<file path="config.mk">
export PLATFORM = sky130hd
export DESIGN_NAME = ex_mem_skid_stage
export DESIGN_NICKNAME = d
export VERILOG_FILES = /design/src/rtl/ex_mem_skid_stage.sv
export SDC_FILE = /design/constraint.sdc
export NUM_CORES = 1
export LEC_CHECK = 0
export CAP_MARGIN = 20
export CORE_UTILIZATION = 51
export CTS_CLUSTER_SIZE = 25
export DETAILED_ROUTE_END_ITERATION = 6
export GPL_ROUTABILITY_DRIVEN = 0
export MAX_ROUTING_LAYER = met4
export PLACE_DENSITY_LB_ADDON = 0.3
export SKIP_CTS_REPAIR_TIMING = 1
export SLEW_MARGIN = 20
export SYNTH_ARGS = -nofsm -noshare
export SYNTH_HDL_FRONTEND = slang
export SYNTH_SLANG_ARGS = --single-unit
export TNS_END_PERCENT = 10
</file>
<file path="constraint.sdc">
create_clock -name clk -period 10.9 [get_ports clk]
set_input_delay 2.18 -clock clk [delete_from_list [all_inputs] [get_ports clk]]
set_output_delay 2.18 -clock clk [all_outputs]
set_load 0.005 [all_outputs]
</file>
<file path="src/rtl/ex_mem_skid_stage.sv">
// Execute->memory pipeline register with a 2-entry valid/ready skid buffer.
// Branch conditions are resolved from the flags captured alongside the ALU result.
module ex_mem_skid_stage #(
  parameter int unsigned DATA_W     = 64,
  parameter int unsigned REG_ADDR_W = 5
) (
  input  logic                  clk,
  input  logic                  reset,
  input  logic                  flush,
  input  logic                  in_valid,
  output logic                  in_ready,
  input  logic [DATA_W-1:0]     in_ALUResult,
  input  logic                  in_zeroFlag,
  input  logic                  in_carryFlag,
  input  logic                  in_negativeFlag,
  input  logic                  in_overflowFlag,
  input  logic [DATA_W-1:0]     in_storeData,
  input  logic [REG_ADDR_W-1:0] in_rd,
  input  logic                  in_regWrite,
  input  logic                  in_memRead,
  input  logic                  in_memWrite,
  input  logic                  in_isBranch,
  input  logic [2:0]            in_funct3,
  output logic                  out_valid,
  input  logic                  out_ready,
  output logic [DATA_W-1:0]     out_ALUResult,
  output logic [DATA_W-1:0]     out_storeData,
  output logic [REG_ADDR_W-1:0] out_rd,
  output logic                  out_regWrite,
  output logic                  out_memRead,
  output logic                  out_memWrite,
  output logic                  out_branchTaken
);

  typedef struct packed {
    logic [DATA_W-1:0]     alu;
    logic [DATA_W-1:0]     sd;
    logic [REG_ADDR_W-1:0] rd;
    logic                  regWrite;
    logic                  memRead;
    logic                  memWrite;
    logic                  isBranch;
    logic [2:0]            funct3;
    logic                  z;
    logic                  c;
    logic                  n;
    logic                  v;
  } entry_t;

  typedef enum logic [1:0] {
    S_EMPTY,
    S_ONE,
    S_FULL
  } state_t;

  state_t r_state, w_state_next;
  entry_t r_head, r_skid, w_in_entry;
  logic   r_in_ready, r_out_valid;
  logic   w_accept, w_retire;
  logic   w_load_head_in, w_load_head_skid, w_load_skid;
  logic   w_taken;

  // Branches never write back or touch memory, so gate their controls on capture.
  always_comb begin
    w_in_entry.alu      = in_ALUResult;
    w_in_entry.sd       = in_storeData;
    w_in_entry.rd       = in_rd;
    w_in_entry.regWrite = in_regWrite & ~in_isBranch;
    w_in_entry.memRead  = in_memRead  & ~in_isBranch;
    w_in_entry.memWrite = in_memWrite & ~in_isBranch;
    w_in_entry.isBranch = in_isBranch;
    w_in_entry.funct3   = in_funct3;
    w_in_entry.z        = in_zeroFlag;
    w_in_entry.c        = in_carryFlag;
    w_in_entry.n        = in_negativeFlag;
    w_in_entry.v        = in_overflowFlag;
  end

  assign w_accept = in_valid & r_in_ready & ~flush;
  assign w_retire = r_out_valid & out_ready;

  always_comb begin
    w_state_next     = r_state;
    w_load_head_in   = 1'b0;
    w_load_head_skid = 1'b0;
    w_load_skid      = 1'b0;
    if (flush) begin
      w_state_next = S_EMPTY;
    end else begin
      case (r_state)
        S_EMPTY: begin
          if (w_accept) begin
            w_state_next   = S_ONE;
            w_load_head_in = 1'b1;
          end
        end
        S_ONE: begin
          if (w_accept && w_retire) begin
            w_load_head_in = 1'b1;
          end else if (w_accept) begin
            w_state_next = S_FULL;
            w_load_skid  = 1'b1;
          end else if (w_retire) begin
            w_state_next = S_EMPTY;
          end
        end
        S_FULL: begin
          if (w_retire) begin
            w_state_next     = S_ONE;
            w_load_head_skid = 1'b1;
          end
        end
        default: w_state_next = S_EMPTY;
      endcase
    end
  end

  always_ff @(posedge clk or posedge reset) begin
    if (reset) begin
      r_state     <= S_EMPTY;
      r_head      <= '0;
      r_skid      <= '0;
      r_in_ready  <= 1'b1;
      r_out_valid <= 1'b0;
    end else begin
      r_state     <= w_state_next;
      r_in_ready  <= (w_state_next != S_FULL);
      r_out_valid <= (w_state_next != S_EMPTY);
      if (w_load_head_in) begin
        r_head <= w_in_entry;
      end else if (w_load_head_skid) begin
        r_head <= r_skid;
      end
      if (w_load_skid) begin
        r_skid <= w_in_entry;
      end
    end
  end

  always_comb begin
    w_taken = 1'b0;
    if (r_head.isBranch) begin
      case (r_head.funct3)
        3'b000:  w_taken = r_head.z;
        3'b001:  w_taken = ~r_head.z;
        3'b100:  w_taken = r_head.n ^ r_head.v;
        3'b101:  w_taken = ~(r_head.n ^ r_head.v);
        3'b110:  w_taken = r_head.c;
        3'b111:  w_taken = ~r_head.c;
        default: w_taken = 1'b0;
      endcase
    end
  end

  assign in_ready        = r_in_ready;
  assign out_valid       = r_out_valid;
  assign out_ALUResult   = r_head.alu;
  assign out_storeData   = r_head.sd;
  assign out_rd          = r_head.rd;
  assign out_regWrite    = r_head.regWrite;
  assign out_memRead     = r_head.memRead;
  assign out_memWrite    = r_head.memWrite;
  assign out_branchTaken = w_taken;

endmodule

</file>
==> results of run 1 <==
==> registers in the layout, summed over array words and instances (netlist names) <==
| register | flops |
|---|---|
| out_valid | 1 |
| out_rd | 5 |
| out_regWrite | 1 |
| r_skid | 144 |
| out_ALUResult | 64 |
| out_storeData | 64 |
| out_memWrite | 1 |
| out_memRead | 1 |
| in_ready | 1 |
| r_state | 2 |
| r_head | 8 |
==> cell type report <==
cell class / count / area share (%)
Clock buffer: 48 / 5.830
Clock inverter: 9 / 0.4629
Inverter: 3 / 0.1177
Multi-Input combinational cell: 470 / 26.75
Sequential cell: 292 / 45.83
Tap cell: 324 / 2.542
Timing Repair Buffer: 295 / 18.47
==> worst max-delay path: stages <==
cell and delay, ns:
clkdlybuf4s50_1 0.52, and4bb_4 0.96, nand2_8 0.53, buf_4 0.62
mux2_1 0.44
==> worst paths after layout <==
kind	startpoint	cells after the start	endpoint	slack, ns
min	r_skid[129]	1	r_skid[129]	0.49
max	flush	5	r_skid[124]	5.96
max reg2reg	in_ready	4	r_skid[124]	7.66
min in group asynchronous	reset	2	out_ALUResult[32]	2.20
min reg2reg	r_skid[129]	1	r_skid[129]	0.49
max in group asynchronous	reset	3	r_skid[26]	7.24
==> cells by family (layout without fill, tap and decap cells) <==
family          after synthesis  in the layout  synth area share [%]
compound gates              160            160                 12.09
xor+xnor                      2              2                0.1355
buf+inv                     213            355                 10.69
flops                       292            292                 56.54
mux                         144            144                 12.54
simple gates                164            164                 8.005
==> power by group <==
part | internal [µW] | switching, µW
Clock | 606 | 422
Combinational | 506 | 255
Sequential | 1420 | 193
==> metal layers <==
metal | vias to the layer above | global-route usage [%] | share of wire [%] | wire length (µm)
met5 | - | - | 0 | 0
met4 | 0 | 5.060 | 2.1 | 623
met1 | 4355 | 31.59 | 44 | 12880
met3 | 42 | 6.343 | 8.4 | 2475
met2 | 315 | 34.48 | 46 | 13500
li1 | 3761 | - | - | -
==> cells in the final DEF, fill, tap and decap left out, types with 2 or more instances in the layout <==
cell             netlist  routed
buf_4                143       7
clkbuf_8               0       9
nand2_1                3       3
nor2b_1                3       3
and4b_1                2       2
a221o_1              141     141
clkinv_2               0       7
mux2_1                45      45
a21oi_1                2       2
clkbuf_16              0      31
clkbuf_1              37       8
xnor2_1                2       2
dfrtp_1              291     291
a221oi_1               2       2
mux2_2                99      99
o21ai_0                3       3
nand3_1                3       3
a211o_1                2       2
and3_1               141     141
a31oi_1                4       4
clkdlybuf4s50_1        0     287
nor3_1                 3       3
inv_1                  3       2
==> per-stage QoR <==
| stage | power [µW] | cells | instance area, µm² | hold slack (ns) |
|---|---|---|---|---|
| floorplan | 2127 | 975 | 12930 | 0.4647 |
| global placement | 2354 | 1384 | 14940 | 0.4735 |
| detailed placement | 2394 | 1384 | 14940 | 0.4814 |
| CTS | 3439 | 1441 | 15950 | 0.4953 |
| global route | 3568 | 1441 | 15950 | 0.5067 |
| finish | 3406 | 1441 | 15950 | 0.4939 |
==> summary.txt, run 1 <==
Outcome
  • Status: finished clean

Detailed routing
  • DRT iter0 DRCs: 643
  • Post-route ant nets: 0
  • DRC viols: 0
  • WL final: 29480 µm
  • Drt first pass iters: 4
  • Routed vias: 8473
  • Routed wire per std cell: just over 20 µm
  • Detailed-route vias per instance: approximately 6

Global route
  • Vias in the first global route: 8464
  • Maximum number of pins on one net before global-route repair: 156
  • Total track usage: between 20 and 25%
  • Antenna violations before repair: 0
  • Total congestion overflow: 0
  • Global-route wire length before repair: roughly 47000 µm

Synth
  • Synth warn: 0
  • Post-synthesis sequential area ratio: 56.54%
  • Syn nets: about 1100
  • Yosys top cell area share: between 50% and 60%
  • #FFs+latches synth: about 300
  • Synth top cells by count: dfrtp_1, buf_4, a221o_1, and3_1, mux2_2
  • Cell variety after synth: 38
  • Syn Area/Cell: approximately 13 µm²
  • Largest cells by area after synthesis: dfrtp_1, a221o_1, mux2_2
  • Cell with the most instances after synthesis: dfrtp_1
  • Top FF cell, synth: dfrtp_1
  • Number of synthesized flops with an enable pin: 0
  • Yosys top cell by area: dfrtp_1
  • Post-Synthesis Cells: around 980
  • Ys async rst share: between 90% and 100%
  • Synthesized cell area: between 10000 and 15000 µm²

Worst setup path
  • WS Path Type: input port to flop
  • WP data arrival: ~5.4 ns
  • CP required: 11.32 ns
  • Worst-path fanout max: 78
  • Critical path launch point type: input port
  • CP Capture Type: flop

Placement
  • PortBufs: 287
  • Pre-CTS setup slack: approximately 5.4 ns
  • Post-DP HPWL: about 17000 µm

Cells and area
  • Footprint of the multi-input gates: around 4300 µm²
  • Share of cells above drive strength 1: approximately 15%
  • Register Area: approximately 7300 µm²
  • Number of fill cells: 1891
  • Diodes inserted: 0
  • Nets: roughly 1200
  • Area grow syn2layout: 23.37%
  • Final Core Density: between 60% and 70%

Floorplanning
  • Initial Util: 52.53%
  • Die ar.: 25990 µm²
  • I/O Pins: between 200 and 300
  • Core area: 24600 µm²
  • Die width: between 150 and 200 µm
  • Die H: 161.2 µm
  • Row count: 57

STA
  • Layout Skew: between 0.008 and 0.009 ns
  • Setup TNS: 0 ns
  • Post-route setup slack: ~6.0 ns
  • Max Slew Vio Count: 0
  • Final min period: 4.942 ns
  • Max Fclk: roughly 200 MHz
  • # setup viols final: 0
  • Slew margin rel.: 34.05%
  • Final period utilization: a little under half
  • Actual slew at the worst max-slew pin: between 0.9 and 1 ns
  • Final Hold Vio Count: 0
  • RSZ-0062 raised after global routing: false

Clock network
  • CTS H-tree depth: 1
  • CTS buffer count: 31
  • Root buf cell: clkbuf_16
  • CTS max path bufs: 3
  • Sink Count: about 290
  • Later-pin clock latency in the skew report: around 0.54 ns
  • Reg clk slew, reported paths: about 0.06 ns
  • CTS tree: yes

Pwr
  • Peak VDD IR: 0.0001113 V
  • P_leak: between 0.007 and 0.008 µW
  • PwrDens: approximately 210 nW/µm²

Worst hold path
  • Min-delay worst type: flop to flop

Flow run
  • MaxCap Viol Count: 0
(Power assumes the default switching activity.)
==> inputs of run 2 (changes only) <==
==> constraint.sdc (replaced) <==
create_clock -name clk -period 5.07 [get_ports clk]
set_input_delay 1.014 -clock clk [delete_from_list [all_inputs] [get_ports clk]]
set_output_delay 1.014 -clock clk [all_outputs]
set_load 0.005 [all_outputs]
==> summary.txt, run 2 (synthesis results as in run 1) <==
Outcome
  • Status: finished clean

Placement
  • PortBufs: approximately 290
  • Post-DP HPWL: between 15000 and 20000 µm
  • Placed insts: between 1000 and 1500
  • Pre-CTS setup slack: 1.534 ns

STA
  • Hold slack: between 0.4 and 0.5 ns
  • Final period utilization: between 60 and 70%
  • Setup TNS: 0 ns
  • Slew margin rel.: roughly a third
  • Max Fclk: between 300 and 400 MHz
  • Actual slew at the worst max-slew pin: 0.9980 ns
  • Final min period: around 3.1 ns
  • Post-route setup slack: slightly below 2 ns
  • Layout Skew: 0.01652 ns
  • # setup viols final: 0
  • RSZ-0062 raised after global routing: false
  • Final Hold Vio Count: 0
  • Max Slew Vio Count: 0

Cells and area
  • Area grow syn2layout: 23.93%
  • Leading cell type in the layout, fill and taps excluded: dfrtp_1
  • Finished Layout Cells: 1441
  • Footprint of the multi-input gates: approximately 4300 µm²
  • Max reg flops: about 140
  • Largest reg by FF count: r_skid
  • Nets: 1245
  • Share of cells above drive strength 1: between 10% and 20%
  • Register Area: between 7000 and 8000 µm²
  • Number of fill cells: 1849
  • Commonest non-fill, non-tap cells in the layout: dfrtp_1, clkdlybuf4s50_1, and3_1, a221o_1, mux2_2

Detailed routing
  • Routed wire per std cell: 20.68 µm
  • Post-route ant nets: 0
  • Drt first pass iters: 5
  • DRT iter0 DRCs: just under 800
  • Routed vias: approximately 8500
  • WL final: between 20000 and 30000 µm
  • Detailed-route vias per instance: around 5.9
  • DRC viols: 0

Worst setup path
  • CP Buf/Inv Count: 1
  • Worst-path fanout max: 2
  • CP Capture Type: primary output
  • Crit path max-delay family: buffers and inverters
  • Critical path launch point type: flop
  • WS Path Type: flop to primary output
  • CP cell instances: xnor2_1, a211o_1, a21oi_1, clkdlybuf4s50_1
  • CP required: 4.06 ns
  • Reg2Reg Setup Slack: approximately 2.7 ns
  • R2R depth: 4
  • CP max stage cell: clkdlybuf4s50_1
  • Reg-to-reg critical path startpoint: r_state[1]
  • Reg2reg end: r_head[6]
  • CP peak stage delay: 0.55 ns
  • WP data arrival: around 2.1 ns

Pwr
  • Final Total Pwr: approximately 7300 µW
  • PwrDens: between 400 and 500 nW/µm²
  • P_leak: roughly 0.0073 µW
  • Peak VDD IR: around 0.00032 V

Floorplanning
  • Core area: 24600 µm²
  • Die H: 161.2 µm
  • Die ar.: 25990 µm²
  • Initial Util: between 50 and 60%
  • I/O Pins: 288
  • Die width: between 150 and 200 µm
  • Row count: 57

Flow run
  • MaxCap Viol Count: 0

Worst hold path
  • WHS Path Cells: 1
  • Min-delay src: r_skid[132]
  • Min-delay worst type: flop to flop
  • Worst Hold Path EP: r_skid[132]

Global route
  • Antenna violations before repair: 1
  • Total track usage: around a quarter
  • Maximum number of pins on one net before global-route repair: about 180
  • Total congestion overflow: 0
  • Vias in the first global route: between 8000 and 9000
  • Global-route wire length before repair: 47700 µm

Clock network
  • Root buf cell: clkbuf_16
  • CTS tree: yes
  • CTS H-tree depth: 1
  • Sink Count: between 200 and 300
  • CTS max path bufs: 3
  • Later-pin clock latency in the skew report: approximately 0.55 ns
  • Reg clk slew, reported paths: roughly 0.060 ns
  • CTS buffer count: 31
==> run 2: cell type report <==
cell class / count / area share (%)
multi-input cells: 470 / 26.63
repair buffers: 298 / 18.92
inverters: 3 / 0.09373
clock buffers: 44 / 5.522
flip-flops and latches: 292 / 45.62
clock inverters: 9 / 0.6717
diodes: 1 / 0.01562
well taps: 324 / 2.531
==> run 2: worst max-delay path by stage <==
stage | from | endpoint | slack (ns) | depth (start not counted)
floorplan | reset | out_ALUResult[0] | 0.18 | 1
global placement | flush | out_storeData[9] | 1.61 | 5
detailed placement | flush | out_ALUResult[54] | 1.53 | 5
CTS | r_head[0] | out_branchTaken | 1.89 | 4
global route | r_head[0] | out_branchTaken | 1.86 | 4
finish | r_head[0] | out_branchTaken | 1.92 | 4
==> run 2: stage by stage <==
stage	util (%)	cell area, µm²
finish	65.11	16020
global route	65.11	16020
CTS	65.10	16020
detailed placement	61.06	15020
global placement	61.06	15020
floorplan	-	12930
==> run 2: per-layer routing <==
layer  track usage, %  wire length [µm]
met1            31.36             12800
met2            35.76             13940
met3            6.651              2506
met4            5.274               545
met5                -                 0
==> run 2: where the power goes <==
group          internal, µW  switching, µW  total, µW
Sequential             3060            420       3480
Combinational          1090            549       1640
Clock                  1300            911       2220
Total                  5460           1880       7340
==> inputs of run 3 (changes only) <==
--- a/config.mk
+++ b/config.mk
@@ -6,7 +6,7 @@
 export NUM_CORES = 1
 export LEC_CHECK = 0
 export CAP_MARGIN = 20
-export CORE_UTILIZATION = 51
+export CORE_UTILIZATION = 46
 export CTS_CLUSTER_SIZE = 25
 export DETAILED_ROUTE_END_ITERATION = 6
 export GPL_ROUTABILITY_DRIVEN = 0
==> constraint.sdc (replaced) <==
create_clock -name clk -period 2.6 [get_ports clk]
set_input_delay 0.52 -clock clk [delete_from_list [all_inputs] [get_ports clk]]
set_output_delay 0.52 -clock clk [all_outputs]
set_load 0.005 [all_outputs]
==> summary.txt, run 3 (synthesis results as in run 1) <==
Outcome
  • Status: finished clean

Global route
  • Total track usage: 21.82%
  • Met2 Use GR: a little under a third
  • GRT busiest layer: met2
  • Total congestion overflow: 0
  • Global-route wire length before repair: a little under 50000 µm
  • Grt met1 use: between 20 and 30%
  • Vias in the first global route: 8777
  • Maximum number of pins on one net before global-route repair: 88
  • Antenna violations before repair: 2
  • Global routing usage on met3: roughly 6.1%

Floorplanning
  • Die width: about 170 µm
  • Core area: ~27000 µm²
  • Initial Util: between 40% and 50%
  • Row count: 60
  • I/O Pins: about 290
  • Die ar.: approximately 29000 µm²
  • Die H: roughly 170 µm

Placement
  • Post-DP HPWL: roughly 19000 µm
  • PortBufs: roughly 290

Detailed routing
  • Detailed-route vias per instance: around 5.7
  • DRT iter0 DRCs: 640
  • WL final: roughly 30000 µm
  • DRC viols: 0
  • Drt first pass iters: 7
  • Routed wire per std cell: ~20 µm
  • Routed vias: 8568
  • Post-route ant nets: 0

Worst setup path
  • CP Buf/Inv Count: 1
  • CP Capture Type: primary output
  • Reg2Reg Setup Slack: approximately 0.74 ns
  • CP endpoint: out_branchTaken
  • Crit path depth: 4
  • R2R depth: 4
  • CP peak stage delay: a little under 0.4 ns
  • Reg-to-reg critical path startpoint: in_ready
  • CP max stage cell: dfrtp_1
  • Crit path max-delay family: compound AO/OA/AOI/OAI gates
  • CP cell instances: xnor2_1, a211o_1, a21oi_1, dlymetal6s2s_1
  • Critical path launch point type: flop
  • Worst-path fanout max: 2
  • Reg2reg end: out_memRead
  • WP data arrival: around 1.7 ns
  • CP Launch Point: r_head[0]
  • CP required: between 2 and 2.5 ns
  • WS Path Type: flop to primary output

STA
  • Max Fclk: about 450 MHz
  • Final min period: 2.212 ns
  • # setup viols final: 0
  • Actual slew at the worst max-slew pin: around 0.57 ns
  • Slew margin rel.: 61.86%
  • Layout Skew: between 0.008 and 0.009 ns
  • RSZ-0062 raised after global routing: false
  • Final period utilization: a little under nine tenths
  • Final Hold Vio Count: 0
  • Setup TNS: 0 ns
  • Max Slew Vio Count: 0

Pwr
  • PwrDens: between 800 and 900 nW/µm²
  • Final Total Pwr: 14500 µW
  • Reg power frac: a little under half
  • Clk pwr share: 30.9%
  • P_leak: 0.007459 µW
  • NetSw: roughly 3700 µW
  • Switching share of power: 25.66%
  • Gate power share: 22.3%
  • P_int: about 11000 µW
  • Peak VDD IR: about 0.00057 V

Cells and area
  • Max reg flops: approximately 140
  • Commonest non-fill, non-tap cells in the layout: dfrtp_1, clkdlybuf4s50_1, and3_1, a221o_1, mux2_2
  • Number of fill cells: 2143
  • Largest reg by FF count: r_skid
  • Area grow syn2layout: 26.26%
  • Nets: between 1000 and 1500
  • Share of cells above drive strength 1: 16.27%
  • Leading cell type in the layout, fill and taps excluded: dfrtp_1

Worst hold path
  • Min-delay worst type: input port to async pin

Clock network
  • Root buf cell: clkbuf_16
  • Reg clk slew, reported paths: approximately 0.060 ns
  • CTS tree: yes
  • Sink Count: 292
  • CTS buffer count: 34
  • CTS max path bufs: 3
  • CTS H-tree depth: 2
  • Later-pin clock latency in the skew report: between 0.4 and 0.5 ns

Flow run
  • MaxCap Viol Count: 0
[run 3: cell type report]
cell class,instances,area [µm²],share of cell area (%)
inverter,3,15.01,0.09200
clock inverter,10,65.06,0.3986
antenna,2,5.005,0.03067
sequential,292,7308,44.78
timing repair buffer,313,3208,19.66
tap,372,465.4,2.852
clock buffer,49,988.4,6.056
multi-input combinational,470,4265,26.13
[run 3: how the worst min path moves through the flow]
stage / cells after the start / start / endpoint
2_1_floorplan: 1 / r_skid[0] / r_skid[0]
3_3_place_gp: 1 / r_skid[121] / r_skid[121]
3_5_place_dp: 1 / r_skid[121] / r_skid[121]
4_1_cts: 2 / reset / out_storeData[34]
5_1_grt: 2 / reset / out_storeData[52]
6_report: 2 / reset / out_storeData[52]
[run 3: per-stage QoR]
| step | setup WS, ns | util, % | area (µm²) | hold slack [ns] | std cells |
|---|---|---|---|---|---|
| after detailed placement | 0.1811 | 56.00 | 15260 | 0.4823 | 1450 |
| after global routing | 0.2679 | 59.89 | 16320 | 0.4173 | 1511 |
| after global placement | 0.2000 | 56.00 | 15260 | 0.4735 | 1450 |
| after floorplan | -1.794 | - | 12930 | 0.4647 | 975 |
| after CTS | -0.03774 | 59.86 | 16310 | 0.4124 | 1509 |
| final | 0.3880 | 59.89 | 16320 | 0.4144 | 1511 |
[run 3: per-layer routing]
layer,part of all wire [%],up-vias
li1,-,3823
met1,45,4413
met2,46,300
met3,8.1,32
met4,1.5,0
met5,0,-
[run 3: power by group through the flow]
| stage | combinational (µW) | clock [µW] | sequential [µW] |
|---|---|---|---|
| 5_1_grt | 3510 | 4790 | 6950 |
| 3_5_place_dp | 3270 | 0 | 6820 |
| 3_3_place_gp | 3170 | 0 | 6760 |
| 4_1_cts | 3280 | 4610 | 6770 |
| 6_report | 3230 | 4480 | 6780 |
| 2_1_floorplan | 2340 | 0 | 6580 |
[run 3: worst reg2reg max path: cells and delay by family, from the launching register on]
kind	cells	cell delay [ns]
flops	1	0.57
simple gates	2	0.54
buf+inv	1	0.49
compound gates	1	0.18
